<file path="config.mk">
export PLATFORM = sky130hd
export DESIGN_NAME = cdc_hs_tx_fifo_flat
export DESIGN_NICKNAME = d
export VERILOG_FILES = /design/src/rtl/cdc_pkg.sv /design/src/rtl/cdc_hs_tx_fifo_if.sv /design/src/rtl/sync_bit.sv /design/src/rtl/cdc_hs_tx_fifo.sv /design/src/flat_wrapper.sv
export SDC_FILE = /design/constraint.sdc
export NUM_CORES = 1
export LEC_CHECK = 0
export BUFFER_PORTS_ARGS = -buffer_cell sky130_fd_sc_hd__buf_2
export CELL_PAD_IN_SITES_DETAIL_PLACEMENT = 0
export CELL_PAD_IN_SITES_GLOBAL_PLACEMENT = 1
export CORE_MARGIN = 8
export CORE_UTILIZATION = 42
export CTS_CLUSTER_DIAMETER = 30
export DETAILED_ROUTE_END_ITERATION = 8
export HOLD_SLACK_MARGIN = 0.05
export PLACE_DENSITY = 0.74
export REMOVE_ABC_BUFFERS = 1
export SLEW_MARGIN = 10
export SYNTH_ARGS = -nofsm -noshare
export SYNTH_HDL_FRONTEND = slang
export SYNTH_SLANG_ARGS = --single-unit
</file>
<file path="constraint.sdc">
create_clock -name sclk -period 2.29 [get_ports sclk]
set_clock_uncertainty 0.05 [all_clocks]
set_input_delay 0.3435 -clock sclk [delete_from_list [all_inputs] [get_ports sclk]]
set_output_delay 0.3435 -clock sclk [all_outputs]
set_load 0.05 [all_outputs]
</file>
<file path="src/rtl/cdc_pkg.sv">
// rtl/cdc_pkg.sv - shared types and constants for the cdc handshake blocks
//
// Purpose : FSM state encoding, sent-word counter width and a helper that
//           sizes the stuck-ack timeout counter.
// Ports   : none (package).

package cdc_pkg;

    typedef enum logic [1:0] {
        IDLE = 2'd0,
        REQ  = 2'd1,
        DROP = 2'd2
    } hs_state_e;

    localparam int SENT_CNT_W = 16;

    // Width of a counter able to hold 0..ack_timeout. A disabled timeout (0)
    // still gets one bit so the counter stays declarable.
    function automatic int tmo_cnt_w(input int ack_timeout);
        return (ack_timeout < 1) ? 1 : $clog2(ack_timeout + 1);
    endfunction

endpackage

</file>
<file path="src/rtl/cdc_hs_tx_fifo_if.sv">
// rtl/cdc_hs_tx_fifo_if.sv - producer and 4-phase handshake signals of the tx side
//
// Purpose : bundles the producer-side word interface and the req/ack/data
//           handshake towards the remote domain.
// Signals : in_valid/in_ready/in_data - producer word handshake
//           req_out/data_out           - request and held-stable word to remote
//           ack_in                     - asynchronous remote acknowledge
// Modports: slave  - the tx block (drives in_ready, req_out, data_out)
//           master - producer plus remote responder (drives the rest)

interface cdc_hs_tx_fifo_if #(
    parameter int DATA_W = 6
);

    logic              in_valid;
    logic              in_ready;
    logic [DATA_W-1:0] in_data;
    logic              req_out;
    logic [DATA_W-1:0] data_out;
    logic              ack_in;

    modport slave (
        input  in_valid,
        input  in_data,
        input  ack_in,
        output in_ready,
        output req_out,
        output data_out
    );

    modport master (
        output in_valid,
        output in_data,
        output ack_in,
        input  in_ready,
        input  req_out,
        input  data_out
    );

endinterface

</file>
<file path="src/rtl/sync_bit.sv">
// rtl/sync_bit.sv - reset-to-0 flop chain synchronising one asynchronous bit
//
// Purpose : brings a single asynchronous level into the sclk domain.
// Params  : STAGES - number of flops in the chain, >= 2
// Ports   : sclk  in  sampling clock
//           rst_n in  asynchronous active-low reset, clears the chain to 0
//           d     in  asynchronous input bit
//           q     out synchronised bit, STAGES edges after d settles

module sync_bit #(
    parameter int STAGES = 2
) (
    input  logic sclk,
    input  logic rst_n,
    input  logic d,
    output logic q
);

    logic [STAGES-1:0] chain;

    always_ff @(posedge sclk or negedge rst_n) begin
        if (!rst_n) begin
            chain <= '0;
        end else begin
            chain <= {chain[STAGES-2:0], d};
        end
    end

    assign q = chain[STAGES-1];

endmodule

</file>
<file path="src/rtl/cdc_hs_tx_fifo.sv">
// rtl/cdc_hs_tx_fifo.sv - FIFO-buffered source side of a 4-phase req/ack handshake
//
// Purpose : buffers producer words in a small FIFO and sends each one to the
//           remote domain over a 4-phase req/ack handshake, data held stable
//           while req_out is high. ack_in is synchronised internally. A stuck
//           ack aborts the handshake after ACK_TIMEOUT cycles in REQ or DROP.
// Params  : DATA_W      word width
//           FIFO_DEPTH  FIFO entries, power of 2, >= 2
//           SYNC_STAGES flops in the ack_in synchroniser, >= 2
//           ACK_TIMEOUT cycles in REQ/DROP before abort, 0 disables
// Ports   : sclk        in  single clock, rising edge
//           rst_n       in  asynchronous active-low reset
//           bus         if  slave side of cdc_hs_tx_fifo_if (in_valid, in_ready,
//                           in_data, req_out, data_out, ack_in)
//           busy        out FSM not IDLE or FIFO not empty
//           fifo_level  out entries currently in the FIFO
//           sent_cnt    out completed transfers, wraps modulo 2^16
//           timeout_err out sticky abort flag
//           err_clr     in  clears timeout_err (a same-cycle set wins)

module cdc_hs_tx_fifo
    import cdc_pkg::*;
#(
    parameter int DATA_W      = 6,
    parameter int FIFO_DEPTH  = 4,
    parameter int SYNC_STAGES = 2,
    parameter int ACK_TIMEOUT = 255
) (
    input  logic                          sclk,
    input  logic                          rst_n,
    cdc_hs_tx_fifo_if.slave               bus,
    output logic                          busy,
    output logic [$clog2(FIFO_DEPTH):0]   fifo_level,
    output logic [SENT_CNT_W-1:0]         sent_cnt,
    output logic                          timeout_err,
    input  logic                          err_clr
);

    localparam int AW = $clog2(FIFO_DEPTH);
    localparam int TW = tmo_cnt_w(ACK_TIMEOUT);

    // FIFO storage and pointers. Pointers carry one extra wrap bit so that
    // full and empty are distinguishable by their difference alone.
    logic [DATA_W-1:0] mem [FIFO_DEPTH];
    logic [AW:0]       wr_ptr;
    logic [AW:0]       rd_ptr;
    logic [AW:0]       level;
    logic              full;
    logic              empty;
    logic              push;
    logic              pop;

    logic              ack_s;
    hs_state_e         state;
    logic [TW-1:0]     tmo_cnt;
    logic              tmo_hit;
    logic              req_q;
    logic [DATA_W-1:0] data_q;
    logic [SENT_CNT_W-1:0] sent_cnt_q;
    logic              err_q;

    assign level = wr_ptr - rd_ptr;
    assign full  = (level == (AW+1)'(FIFO_DEPTH));
    assign empty = (level == '0);

    // in_ready depends only on the registered level, so a pop in the same
    // cycle never opens a slot early.
    assign push = bus.in_valid && !full;

    // A load needs the remote side back at ack=0, which also keeps a fresh
    // request from being raised while a stale ack lingers after an abort.
    assign pop  = (state == IDLE) && !empty && !ack_s;

    // The abort fires on the edge where the count would reach ACK_TIMEOUT,
    // i.e. ACK_TIMEOUT edges after entering REQ or DROP.
    assign tmo_hit = (ACK_TIMEOUT != 0) && (tmo_cnt == TW'(ACK_TIMEOUT - 1));

    sync_bit #(
        .STAGES (SYNC_STAGES)
    ) u_ack_sync (
        .sclk  (sclk),
        .rst_n (rst_n),
        .d     (bus.ack_in),
        .q     (ack_s)
    );

    always_ff @(posedge sclk or negedge rst_n) begin
        if (!rst_n) begin
            wr_ptr <= '0;
            rd_ptr <= '0;
        end else begin
            if (push) begin
                wr_ptr <= wr_ptr + (AW+1)'(1);
            end
            if (pop) begin
                rd_ptr <= rd_ptr + (AW+1)'(1);
            end
        end
    end

    // Storage has no reset: contents are only visible after a push.
    always_ff @(posedge sclk) begin
        if (push) begin
            mem[wr_ptr[AW-1:0]] <= bus.in_data;
        end
    end

    always_ff @(posedge sclk or negedge rst_n) begin
        if (!rst_n) begin
            state      <= IDLE;
            req_q      <= 1'b0;
            data_q     <= '0;
            tmo_cnt    <= '0;
            sent_cnt_q <= '0;
            err_q      <= 1'b0;
        end else begin
            // Any abort below overrides this clear in the same cycle.
            if (err_clr) begin
                err_q <= 1'b0;
            end

            case (state)
                IDLE: begin
                    if (pop) begin
                        data_q  <= mem[rd_ptr[AW-1:0]];
                        req_q   <= 1'b1;
                        tmo_cnt <= '0;
                        state   <= REQ;
                    end
                end

                REQ: begin
                    if (ack_s) begin
                        req_q   <= 1'b0;
                        tmo_cnt <= '0;
                        state   <= DROP;
                    end else if (tmo_hit) begin
                        req_q <= 1'b0;
                        err_q <= 1'b1;
                        state <= IDLE;
                    end else begin
                        tmo_cnt <= tmo_cnt + TW'(1);
                    end
                end

                DROP: begin
                    if (!ack_s) begin
                        sent_cnt_q <= sent_cnt_q + SENT_CNT_W'(1);
                        state      <= IDLE;
                    end else if (tmo_hit) begin
                        err_q <= 1'b1;
                        state <= IDLE;
                    end else begin
                        tmo_cnt <= tmo_cnt + TW'(1);
                    end
                end

                default: begin
                    req_q <= 1'b0;
                    state <= IDLE;
                end
            endcase
        end
    end

    assign bus.in_ready = !full;
    assign bus.req_out  = req_q;
    assign bus.data_out = data_q;
    assign busy         = (state != IDLE) || !empty;
    assign fifo_level   = level;
    assign sent_cnt     = sent_cnt_q;
    assign timeout_err  = err_q;

endmodule

</file>
<file path="src/flat_wrapper.sv">
// flat-port wrapper written by rule: the top's interface ports become plain ports
module cdc_hs_tx_fifo_flat import cdc_pkg::*;
#(
    parameter int DATA_W      = 6,
    parameter int FIFO_DEPTH  = 4,
    parameter int SYNC_STAGES = 2,
    parameter int ACK_TIMEOUT = 255
)
  (sclk, rst_n, busy, fifo_level, sent_cnt, timeout_err, err_clr, bus_in_valid, bus_in_data, bus_ack_in, bus_in_ready, bus_req_out, bus_data_out);
  cdc_hs_tx_fifo_if #(.DATA_W(DATA_W)) bus_i ();
  input  logic sclk;
  input  logic rst_n;
  output logic busy;
  output logic [$clog2(FIFO_DEPTH):0] fifo_level;
  output logic [SENT_CNT_W-1:0] sent_cnt;
  output logic timeout_err;
  input  logic err_clr;
  input wire logic [$bits(bus_i.in_valid)-1:0] bus_in_valid;
  input wire logic [$bits(bus_i.in_data)-1:0] bus_in_data;
  input wire logic [$bits(bus_i.ack_in)-1:0] bus_ack_in;
  output wire logic [$bits(bus_i.in_ready)-1:0] bus_in_ready;
  output wire logic [$bits(bus_i.req_out)-1:0] bus_req_out;
  output wire logic [$bits(bus_i.data_out)-1:0] bus_data_out;
  assign bus_i.in_valid = bus_in_valid;
  assign bus_i.in_data = bus_in_data;
  assign bus_i.ack_in = bus_ack_in;
  assign bus_in_ready = bus_i.in_ready;
  assign bus_req_out = bus_i.req_out;
  assign bus_data_out = bus_i.data_out;
  cdc_hs_tx_fifo #(.DATA_W(DATA_W), .FIFO_DEPTH(FIFO_DEPTH), .SYNC_STAGES(SYNC_STAGES), .ACK_TIMEOUT(ACK_TIMEOUT)) u_core (.sclk(sclk), .rst_n(rst_n), .bus(bus_i), .busy(busy), .fifo_level(fifo_level), .sent_cnt(sent_cnt), .timeout_err(timeout_err), .err_clr(err_clr));
endmodule
</file>
**Yosys cells after proc, flatten, opt, wreduce, memory -nomap -nowiden**

Memory sizes are Yosys's and may differ from the RTL's. A register that Yosys moved wholly into a read port is not among the register bits.
Cells that the tools add are included.
W data, S select, Z words.

- Register bits after elaboration: 36
- RAM bits: 24
- Input bits: 11
- Output and inout bits: 29
- Logic and storage cells: 60
- Memories kept: 1

- Add/subtract/negate cells: 5
- Equality and inequality tests: 7
- Multiplexer cells: 21
- Bitwise gates (word level): 2
- Reduce and logical (&&, ||, !) cells: 16

Memories:

| memory | depth | bits a word | read ports | clocked after memory_dff | write ports | line | RTL |
|---|---|---|---|---|---|---|---|
| u_core.mem | 4 | 6 | 1 | 1 | 1 | cdc_hs_tx_fifo.sv:44 | `logic [DATA_W-1:0] mem [FIFO_DEPTH];` |

Operators by type and width:

| kind | number |
|---|---|
| $mux W8 | 4 |
| $pmux W8 S3 | 1 |
| $add A16 B1 Y16 const B | 1 |
| $mux W1 | 9 |
| $add A8 B1 Y8 const B | 1 |
| $eq A8 B8 Y1 const B | 1 |
| $mux W2 | 4 |
| $add A3 B1 Y3 const B | 2 |
| $pmux W2 S3 | 1 |
| $reduce_and A3 Y1 | 2 |
| $logic_not A1 Y1 | 4 |
| $reduce_and A2 Y1 | 2 |
| $eq A3 B3 Y1 const B | 1 |
| $logic_and A1 B1 Y1 | 3 |
| $logic_not A3 Y1 | 1 |
| $ne A3 B2 Y1 const B | 1 |
| $pmux W1 S3 | 1 |
| $reduce_bool A3 Y1 | 1 |
| $sub A3 B3 Y3 | 1 |
| $eq A2 B1 Y1 const B | 1 |
| $eq A2 B2 Y1 const B | 1 |
| $logic_not A2 Y1 | 1 |
| $ne A2 B1 Y1 const B | 1 |
| $ne A2 B2 Y1 const B | 1 |
| other kinds (4) | 5 |

**Longest topological paths before layout**

Gate-level depths: netlist (run 1).

- Word-level depth: 7
- Gate-level depth with buffers: 8
- Depth with buffers taken out: 7

**Cells and area by module**

A second synthesis (run 1) with hierarchy kept.

- Cell total of the unflattened synthesis: 230
- Area total of the unflattened synthesis: 3067.9 um^2

By module, submodules not included:

| module | times used | cells an instance | area an instance (um^2) |
|---|---|---|---|
| cdc_hs_tx_fifo | 1 | 228 | 3017.9 |
| sync_bit | 1 | 2 | 50.0 |

**Worst setup path after synthesis (run 1)**

OpenSTA, ideal clock, no wires.

- Kind: register to register
- Start point: register u_core.wr_ptr[0]
- End point: register u_core.data_q[0] (netlist: u_core.bus.data_out[0]), read port of u_core.mem
- Arrival time: 2.267 ns
- Slack: -0.152 ns
- Stages on the path, launching flop included: 8
- Clock period less this slack: 2.442 ns
- Cell sequence: dfrtp_1 inv_1 ha_1 fa_1 inv_1 o311a_4 buf_6 mux2_4

- Longest elaborated chain between the ends: 6

Ends and longest elaborated chain:

| what | line | RTL |
|---|---|---|
| from (decl) | cdc_hs_tx_fifo.sv:45 | `logic [AW:0] wr_ptr;` |
| from (signal assigned) | cdc_hs_tx_fifo.sv:93 | `wr_ptr <= wr_ptr + (AW+1)'(1);` |
| $sub A3 B3 Y3 | cdc_hs_tx_fifo.sv:62 | `assign level = wr_ptr - rd_ptr;` |
| via fifo_level[1] | flat_wrapper.sv:14 | `output logic [$clog2(FIFO_DEPTH):0] fifo_level;` |
| $logic_not A3 Y1 | cdc_hs_tx_fifo.sv:64 | `assign empty = (level == '0);` |
| $logic_not A1 Y1 | cdc_hs_tx_fifo.sv:72 | `assign pop = (state == IDLE) && !empty && !ack_s;` |
| $logic_and A1 B1 Y1 (2 in a row) | cdc_hs_tx_fifo.sv:72 |  |
| $reduce_and A2 Y1 (no source line) | n/a |  |
| to (decl) | cdc_hs_tx_fifo.sv:58 | `logic [DATA_W-1:0] data_q;` |

The timed path passes the listed nets, and every way through them passes these cells.
A chain may end at the register's enable or synchronous reset.

**Final worst setup path (run 1)**

- Start point: register u_core.rd_ptr[0]
- End point: output port busy

- Longest elaborated chain between the ends: 4

Ends and longest elaborated chain:

| what | line | RTL |
|---|---|---|
| from (decl) | cdc_hs_tx_fifo.sv:46 | `logic [AW:0] rd_ptr;` |
| from (signal assigned) | cdc_hs_tx_fifo.sv:96 | `rd_ptr <= rd_ptr + (AW+1)'(1);` |
| $sub A3 B3 Y3 | cdc_hs_tx_fifo.sv:62 |  |
| $logic_not A3 Y1 | cdc_hs_tx_fifo.sv:64 |  |
| $logic_not A1 Y1 | cdc_hs_tx_fifo.sv:169 | `assign busy = (state != IDLE) \|\| !empty;` |
| $logic_or A1 B1 Y1 | cdc_hs_tx_fifo.sv:169 |  |
| to (decl) | flat_wrapper.sv:13 | `output logic busy;` |

No other way between the ends.

==> run summary, run 1 <==
=================================================================================
Count of warnings emitted by yosys                                              0
Global-route wire length before repair                                   10.15 mm
Via Count                                                                   1,914
F_max                                                                   417.3 MHz
Critical path endpoint category                                       output port
Post-synthesis sequential element count                                        66
Most frequently used flop master after synthesis                          dfrtp_1
Post-synthesis async set-or-reset flop share                               0.6364
Post-DRT Antenna Nets                                                           0
Number of placed instances with taps included                                 369
Iter 0 DRT Violations                                                         126
Number of hold-slack violations in the final timing report                      0
Number of enable flip-flop cells after synthesis                               24
Total standard cell area after synthesis                               3054 sq um
Worst path setup slack after routing                                    -106.5 ps
Critical-path cell with the highest stage delay                              fa_2
RR Startpoint                                                        u_core.rd_ptr[0]
Ports placed on the boundary                                                   40
Clock Tree Buf Depth                                                            2
First-pass iteration count of the detailed router                               4
Class of the tightest hold or removal check                          input pin to register
# nets final                                                                  310
Starting density of the core                                               0.4279
HPWL reported at the end of detailed placement                           4.117 mm
H-Tree Depth                                                                    3
Setup repair after global routing missed its margin                           yes
Final number of setup-violating endpoints                                       2
Area taken by multi-input logic gates                                  1222 sq um
Worst setup path category                                            register to output port
Number of antenna violations at the first check in global routing               0
Buffers added on ports                                                         39
Width of the die                                                     101.3 microns
Arr. time, crit path                                                      2000 ps
Number of CTS-inserted buffers                                                  9
Row count                                                                      31
Sequential cell area in the final layout                               1772 sq um
Number of cell instances on the worst register-to-register path                 6
Average vias per placed instance                                            4.920
Required time reported for the critical path endpoint                     1900 ps
Die Outline Area                                                     10,260 sq um
Origin of the worst setup path                                       u_core.rd_ptr[0]
Count of fill cells added during filler insertion                             644
Peak ir drop on the vdd network                                          1.961 mV
Crit path launch type                                                    register
Crit path time final                                                      2396 ps
Placed inst area                                                       3430 sq um
TritonCTS sink count                                                           66
Power density over the cells                                         1502 nW/um^2
Global Route Usage Sum                                                     0.1287
CP cell instances                                                    ha_2 > fa_2 > nand3_2 > or2_4 > buf_8
Hold path cells                                                                 1
Worst-margin pin slew                                                    558.4 ps
Distinct cell type count after synthesis                                       48
Max cap viols                                                                   0
Die Y                                                                101.3 microns
Leak Pwr                                                              0.001665 uW
Hold Slack                                                               179.0 ps
Crit-path max FO                                                                3
Worst stage delay on the critical path                                     560 ps
Top cells by area in the synthesized netlist                         dfrtp_1 (34%), edfxtp_1 (24%), ha_1 (5.3%)
Share of the synthesized area in the top cell type                         0.3441
Share of the clock period used by the worst path                            1.047
Leading area contributor after synthesis                                  dfrtp_1
Wire length after detailed routing                                       5.961 mm
Critical path capture point                                                  busy
DRC viols                                                                       0
Run status                                                           finished, violations left
Mean post-synth cell area                                             13.51 sq um
Most common cell after layout, fill and taps aside                        dfrtp_1
Clock tree root driver cell                                              clkbuf_8
Proportion of layout cells with a drive suffix above 1                     0.3414
Number of antenna cells inserted                                                0
Global-route congestion overflow total                                          0
Clock slew seen by the registers of the worst setup and hold paths          70 ps
Share of the yosys chip area belonging to registers                        0.5801
Worst reg2reg path endpoint                                          u_core.bus.data_out[1]
Insertion delay to the later sink of the worst-skew pair                   330 ps
Wire length per cell                                                 15.32 microns
TritonCTS clock tree                                                         done
Final non-filler cell area                                             3725 sq um
Vias in the first global route                                              1,985
Worst slew margin relative to its limit                                    0.6278
Floorplan Core Area                                                    7137 sq um
Flop-to-flop setup slack                                                    30 ps
Final Slew Violations                                                           0
Pin count of the biggest net entering global routing                           43
Gpl congestion                                                             0.7471
Top library cells by usage in the layout, fill and taps aside        dfrtp_1 (42), buf_2 (35), edfxtp_1 (24), inv_1 (14), buf_4 (14)
Violated checks                                                      negative setup slack
Number of cells in the finished layout apart from fillers                     389
Gate count after technology mapping                                           226
Utilization after layout                                                   0.5219
Synthesis-to-finish area growth                                            21.96%
=================================================================================
## final cells by class
type	instances	area share
Sequential cell	66	0.4756
Clock inverter	7	0.01881
Inverter	14	0.01411
Multi-Input combinational cell	138	0.3282
Tap cell	99	0.03326
Timing Repair Buffer	56	0.09674
Clock buffer	9	0.03326
## through the flow
stage	setup TNS, ps	worst slack, ps	total power (uW)
global placement	0	71.68	4296
floorplan	-9620	-281.2	3583
finish	-137.6	-106.5	5593
CTS	-2070	-230.2	5645
detailed placement	-138.5	-23.24	4334
global route	-462.3	-170.8	5959
## sequential cells by signal, indices dropped and copies added, names as in the netlist
signal and cells:
u_core.bus.data_out 6, u_core.u_ack_sync.chain 2, u_core.bus.req_out 1, u_core.rd_ptr 3, u_core.timeout_err 1, u_core.sent_cnt 16, u_core.wr_ptr 3, u_core.mem 24
u_core.state 2, u_core.tmo_cnt 8
## Yosys cell counts, types with 2 or more instances
cell type	n
and3_1	5
a21oi_1	11
o31ai_1	2
ha_1	13
inv_1	14
nand2_1	11
and2_1	6
nand4_1	3
a31oi_1	2
o21ai_0	3
o211ai_1	2
mux2_4	5
a41o_1	2
nand2b_1	3
nand3_1	7
edfxtp_1	24
mux2i_1	2
dfrtp_1	42
mux2_2	4
a31o_2	2
buf_2	3
nor2_1	8
xnor2_1	12
and4_1	2
clkbuf_1	3
mux4_2	6
xor2_1	7
nor2b_1	2
## metal layers
metal	share of wire	up-vias	wire length [microns]	global-route usage
met4	0.016	0	97	0.05842
met2	0.47	38	2782	0.1903
met1	0.46	937	2766	0.1688
li1	-	933	-	-
met3	0.053	6	314	0.03986
met5	0	-	0	0
## cells by family (layout without fill, tap and decap cells)
kind of cell               after synthesis  count (layout)  synth area share
xor gates and xnor gates                20              20           0.06268
adders and majority gates               14              14           0.05981
DFF                                     66              66            0.5801
buffers and inverters                   22              86           0.03072
and+or+nand+nor                         51              51           0.08890
muxes                                   17              17           0.09013
AOI/OAI and AO/OA                       36              36           0.08767
## critical path, delay by kind of cell (launching register included)
kind | cells | cell delay, ps
fa+ha+maj | 2 | 760
simple gates | 2 | 350
flops | 1 | 400
buf+inv | 1 | 150
## where the power goes
group | switching, uW | internal, uW
combinational | 1730 | 1240
clock | 450 | 500
sequential | 153 | 1530
## repair_timing
action / in CTS / in global routing
setup buffers: 2 / 0
hold buffers: 2 / 0
pin swaps: 5 / 2
endpoints found under the hold margin: 19 / 0
endpoints found under the setup margin: 12 / 48
gates resized for setup: 21 / 2
## how the worst min path moves through the flow
stage,startpoint,slack (ps),endpoint
2_1_floorplan,rst_n,-2,u_core.bus.data_out[0]
3_3_place_gp,u_core.u_ack_sync.chain[0],280,u_core.u_ack_sync.chain[1]
3_5_place_dp,u_core.u_ack_sync.chain[0],290,u_core.u_ack_sync.chain[1]
4_1_cts,bus_in_data[0],160,u_core.mem[2][0]
5_1_grt,bus_in_data[5],160,u_core.mem[1][5]
6_report,bus_in_data[0],180,u_core.mem[2][0]
No activity file was read; power rests on OpenSTA's default activity.
==> run 2: changes to the inputs <==
--- a/config.mk
+++ b/config.mk
@@ -5,15 +5,16 @@
 export SDC_FILE = /design/constraint.sdc
 export NUM_CORES = 1
 export LEC_CHECK = 0
+export ABC_AREA = 1
 export BUFFER_PORTS_ARGS = -buffer_cell sky130_fd_sc_hd__buf_2
 export CELL_PAD_IN_SITES_DETAIL_PLACEMENT = 0
 export CELL_PAD_IN_SITES_GLOBAL_PLACEMENT = 1
 export CORE_MARGIN = 8
-export CORE_UTILIZATION = 42
+export CORE_UTILIZATION = 44
 export CTS_CLUSTER_DIAMETER = 30
 export DETAILED_ROUTE_END_ITERATION = 8
 export HOLD_SLACK_MARGIN = 0.05
-export PLACE_DENSITY = 0.74
+export PLACE_DENSITY = 0.77
 export REMOVE_ABC_BUFFERS = 1
 export SLEW_MARGIN = 10
 export SYNTH_ARGS = -nofsm -noshare
==> constraint.sdc (replaced) <==
create_clock -name sclk -period 2.7 [get_ports sclk]
set_clock_uncertainty 0.05 [all_clocks]
set_input_delay 0.405 -clock sclk [delete_from_list [all_inputs] [get_ports sclk]]
set_output_delay 0.405 -clock sclk [all_outputs]
set_load 0.05 [all_outputs]
==> run summary, run 2 <==
=================================================================================
Worst setup path category                                            register to output port
Wire length after detailed routing                                       6.556 mm
Insertion delay to the later sink of the worst-skew pair                   340 ps
Number of enable flip-flop cells after synthesis                               24
Critical path endpoint category                                       output port
Buffers inserted during post-CTS setup optimization                             0
Cell with the most instances after synthesis                              nand2_1
Buffers added on ports                                                         39
Worst slack, placed                                                      348.3 ps
Arr. time, crit path                                                      2000 ps
Number of hold-slack violations in the final timing report                      0
Iter 0 DRT Violations                                                          78
Setup repair after global routing missed its margin                            no
Accumulated negative setup slack                                             0 ps
# nets final                                                                  411
Placed inst area                                                       3545 sq um
Grt met1 use                                                               0.1970
Met3 usage                                                                0.03986
Clock slew seen by the registers of the worst setup and hold paths          60 ps
Die Y                                                                101.7 microns
Floorplan Core Area                                                    7176 sq um
Starting density of the core                                               0.4507
Worst slew margin relative to its limit                                    0.3853
Most common cell after layout, fill and taps aside                        nand2_1
Class of the tightest hold or removal check                          input pin to register
Global-route congestion overflow total                                          0
Top cells by count, synth                                            nand2_1 (92), dfrtp_1 (42), nor2_1 (35)
Top cells by area in the synthesized netlist                         dfrtp_1 (32%), edfxtp_1 (22%), nand2_1 (11%)
Via Count                                                                   2,323
Top library cells by usage in the layout, fill and taps aside        nand2_1 (92), dfrtp_1 (42), buf_2 (39), nor2_1 (35), inv_1 (31)
Wire length per cell                                                 13.38 microns
Proportion of layout cells with a drive suffix above 1                     0.1816
Met2 global-route usage                                                    0.1906
Peak ir drop on the vdd network                                          1.075 mV
Required time reported for the critical path endpoint                     2250 ps
Final Slew Violations                                                           0
Total standard cell area after synthesis                               3234 sq um
Power density over the cells                                         1043 nW/um^2
Post-DRT Antenna Nets                                                           0
TritonCTS sink count                                                           66
Leading area contributor after synthesis                                  dfrtp_1
Worst path setup slack after routing                                     243.2 ps
Die Outline Area                                                     10,350 sq um
Count of instances resized after the clock tree is built                        0
Count of warnings emitted by yosys                                              0
Run status                                                              completed
Post-synthesis async set-or-reset flop share                               0.6364
Width of the die                                                     101.7 microns
TritonCTS clock tree                                                         done
Pin count of the biggest net entering global routing                           43
Share of the synthesized area in the top cell type                         0.3250
Count of fill cells added during filler insertion                             683
Global Route Usage Sum                                                     0.1410
Clock tree root driver cell                                              clkbuf_8
Number of antenna cells inserted                                                0
Crit path launch type                                                    register
Ports placed on the boundary                                                   40
Vias in the first global route                                              2,342
Post-synthesis sequential element count                                        66
Share of the clock period used by the worst path                           0.9099
Distinct cell type count after synthesis                                       27
First-pass iteration count of the detailed router                               4
Final number of setup-violating endpoints                                       0
Number of CTS-inserted buffers                                                  9
Synthesis-to-finish area growth                                            14.74%
Average vias per placed instance                                            4.741
Number of flip-flops under the largest register name                           24
Worst-margin pin slew                                                    922.1 ps
Busiest layer in global routing                                              met1
Utilization after layout                                                   0.5172
Global-route wire length before repair                                   11.20 mm
Final non-filler cell area                                             3711 sq um
F_max                                                                   407.0 MHz
Crit path time final                                                      2457 ps
Mean post-synth cell area                                             9.541 sq um
Row count                                                                      31
Crit-path max FO                                                                4
Most frequently used flop master after synthesis                          dfrtp_1
HPWL reported at the end of detailed placement                           4.759 mm
Gate count after technology mapping                                           339
H-Tree Depth                                                                    3
Clock Tree Buf Depth                                                            2
Max cap viols                                                                   0
Gpl congestion                                                             0.8201
Leak Pwr                                                              0.001810 uW
Hold bufs inserted after CTS                                                    0
Hold Slack                                                               133.3 ps
Number of antenna violations at the first check in global routing               0
DRC viols                                                                       0
Share of the yosys chip area belonging to registers                        0.5478
=================================================================================
==> run 2: worst max-delay path, stage by stage, from the launching register on <==
cell and delay [ps]:
dfrtp_1 380, inv_1 110, ha_1 210, fa_1 500, nand2_1 50, inv_1 80, nand4_1 100, buf_2 230
==> run 2: area by class of cell <==
type | count | area (sq um) | share of cell area
flip-flops and latches | 66 | 1772 | 0.4774
multi-input cells | 232 | 1300 | 0.3503
repair buffers | 42 | 217.7 | 0.05866
clock buffers | 13 | 148.9 | 0.04012
inverters | 35 | 131.4 | 0.03540
well taps | 99 | 123.9 | 0.03338
clock inverters | 3 | 17.52 | 0.004720
==> run 2: cells by family (layout without fill, tap and decap cells) <==
| family | Yosys count | after routing | synth area share |
|---|---|---|---|
| compound gates | 26 | 26 | 0.04990 |
| xor+xnor | 21 | 21 | 0.05687 |
| buf+inv | 41 | 93 | 0.05029 |
| simple gates | 171 | 171 | 0.2387 |
| flops | 66 | 66 | 0.5478 |
| fa+ha+maj | 14 | 14 | 0.05648 |
==> run 2: per-layer routing <==
| metal | wire length, microns | vias to the layer above |
|---|---|---|
| met2 | 2603 | 53 |
| met3 | 313 | 15 |
| met5 | 0 | - |
| met1 | 3495 | 1053 |
| met4 | 144 | 0 |
| li1 | - | 1202 |
==> run 2: worst paths after layout <==
| kind | to | slack [ps] | startpoint | cells after the start |
|---|---|---|---|---|
| min in group asynchronous | u_core.bus.data_out[0] | 140 | rst_n | 1 |
| min | u_core.u_ack_sync.chain[0] | 130 | bus_ack_in | 1 |
| max reg2reg | u_core.mem[2][3] | 350 | u_core.wr_ptr[0] | 8 |
| max in group asynchronous | u_core.state[1] | 1860 | rst_n | 1 |
| max | busy | 240 | u_core.wr_ptr[0] | 7 |
| min reg2reg | u_core.u_ack_sync.chain[1] | 300 | u_core.u_ack_sync.chain[0] | 0 |
==> run 2: report_power, final <==
part / switching [uW] / internal, uW / total [uW]
Sequential: 140 / 1270 / 1410
Clock: 355 / 356 / 711
Combinational: 1290 / 458 / 1750
==> run 2: stage by stage <==
stage	power, uW	cells
3_5_place_dp	3188	474
4_1_cts	3916	490
2_1_floorplan	2720	333
5_1_grt	4183	490
3_3_place_gp	3189	474
6_report	3871	490
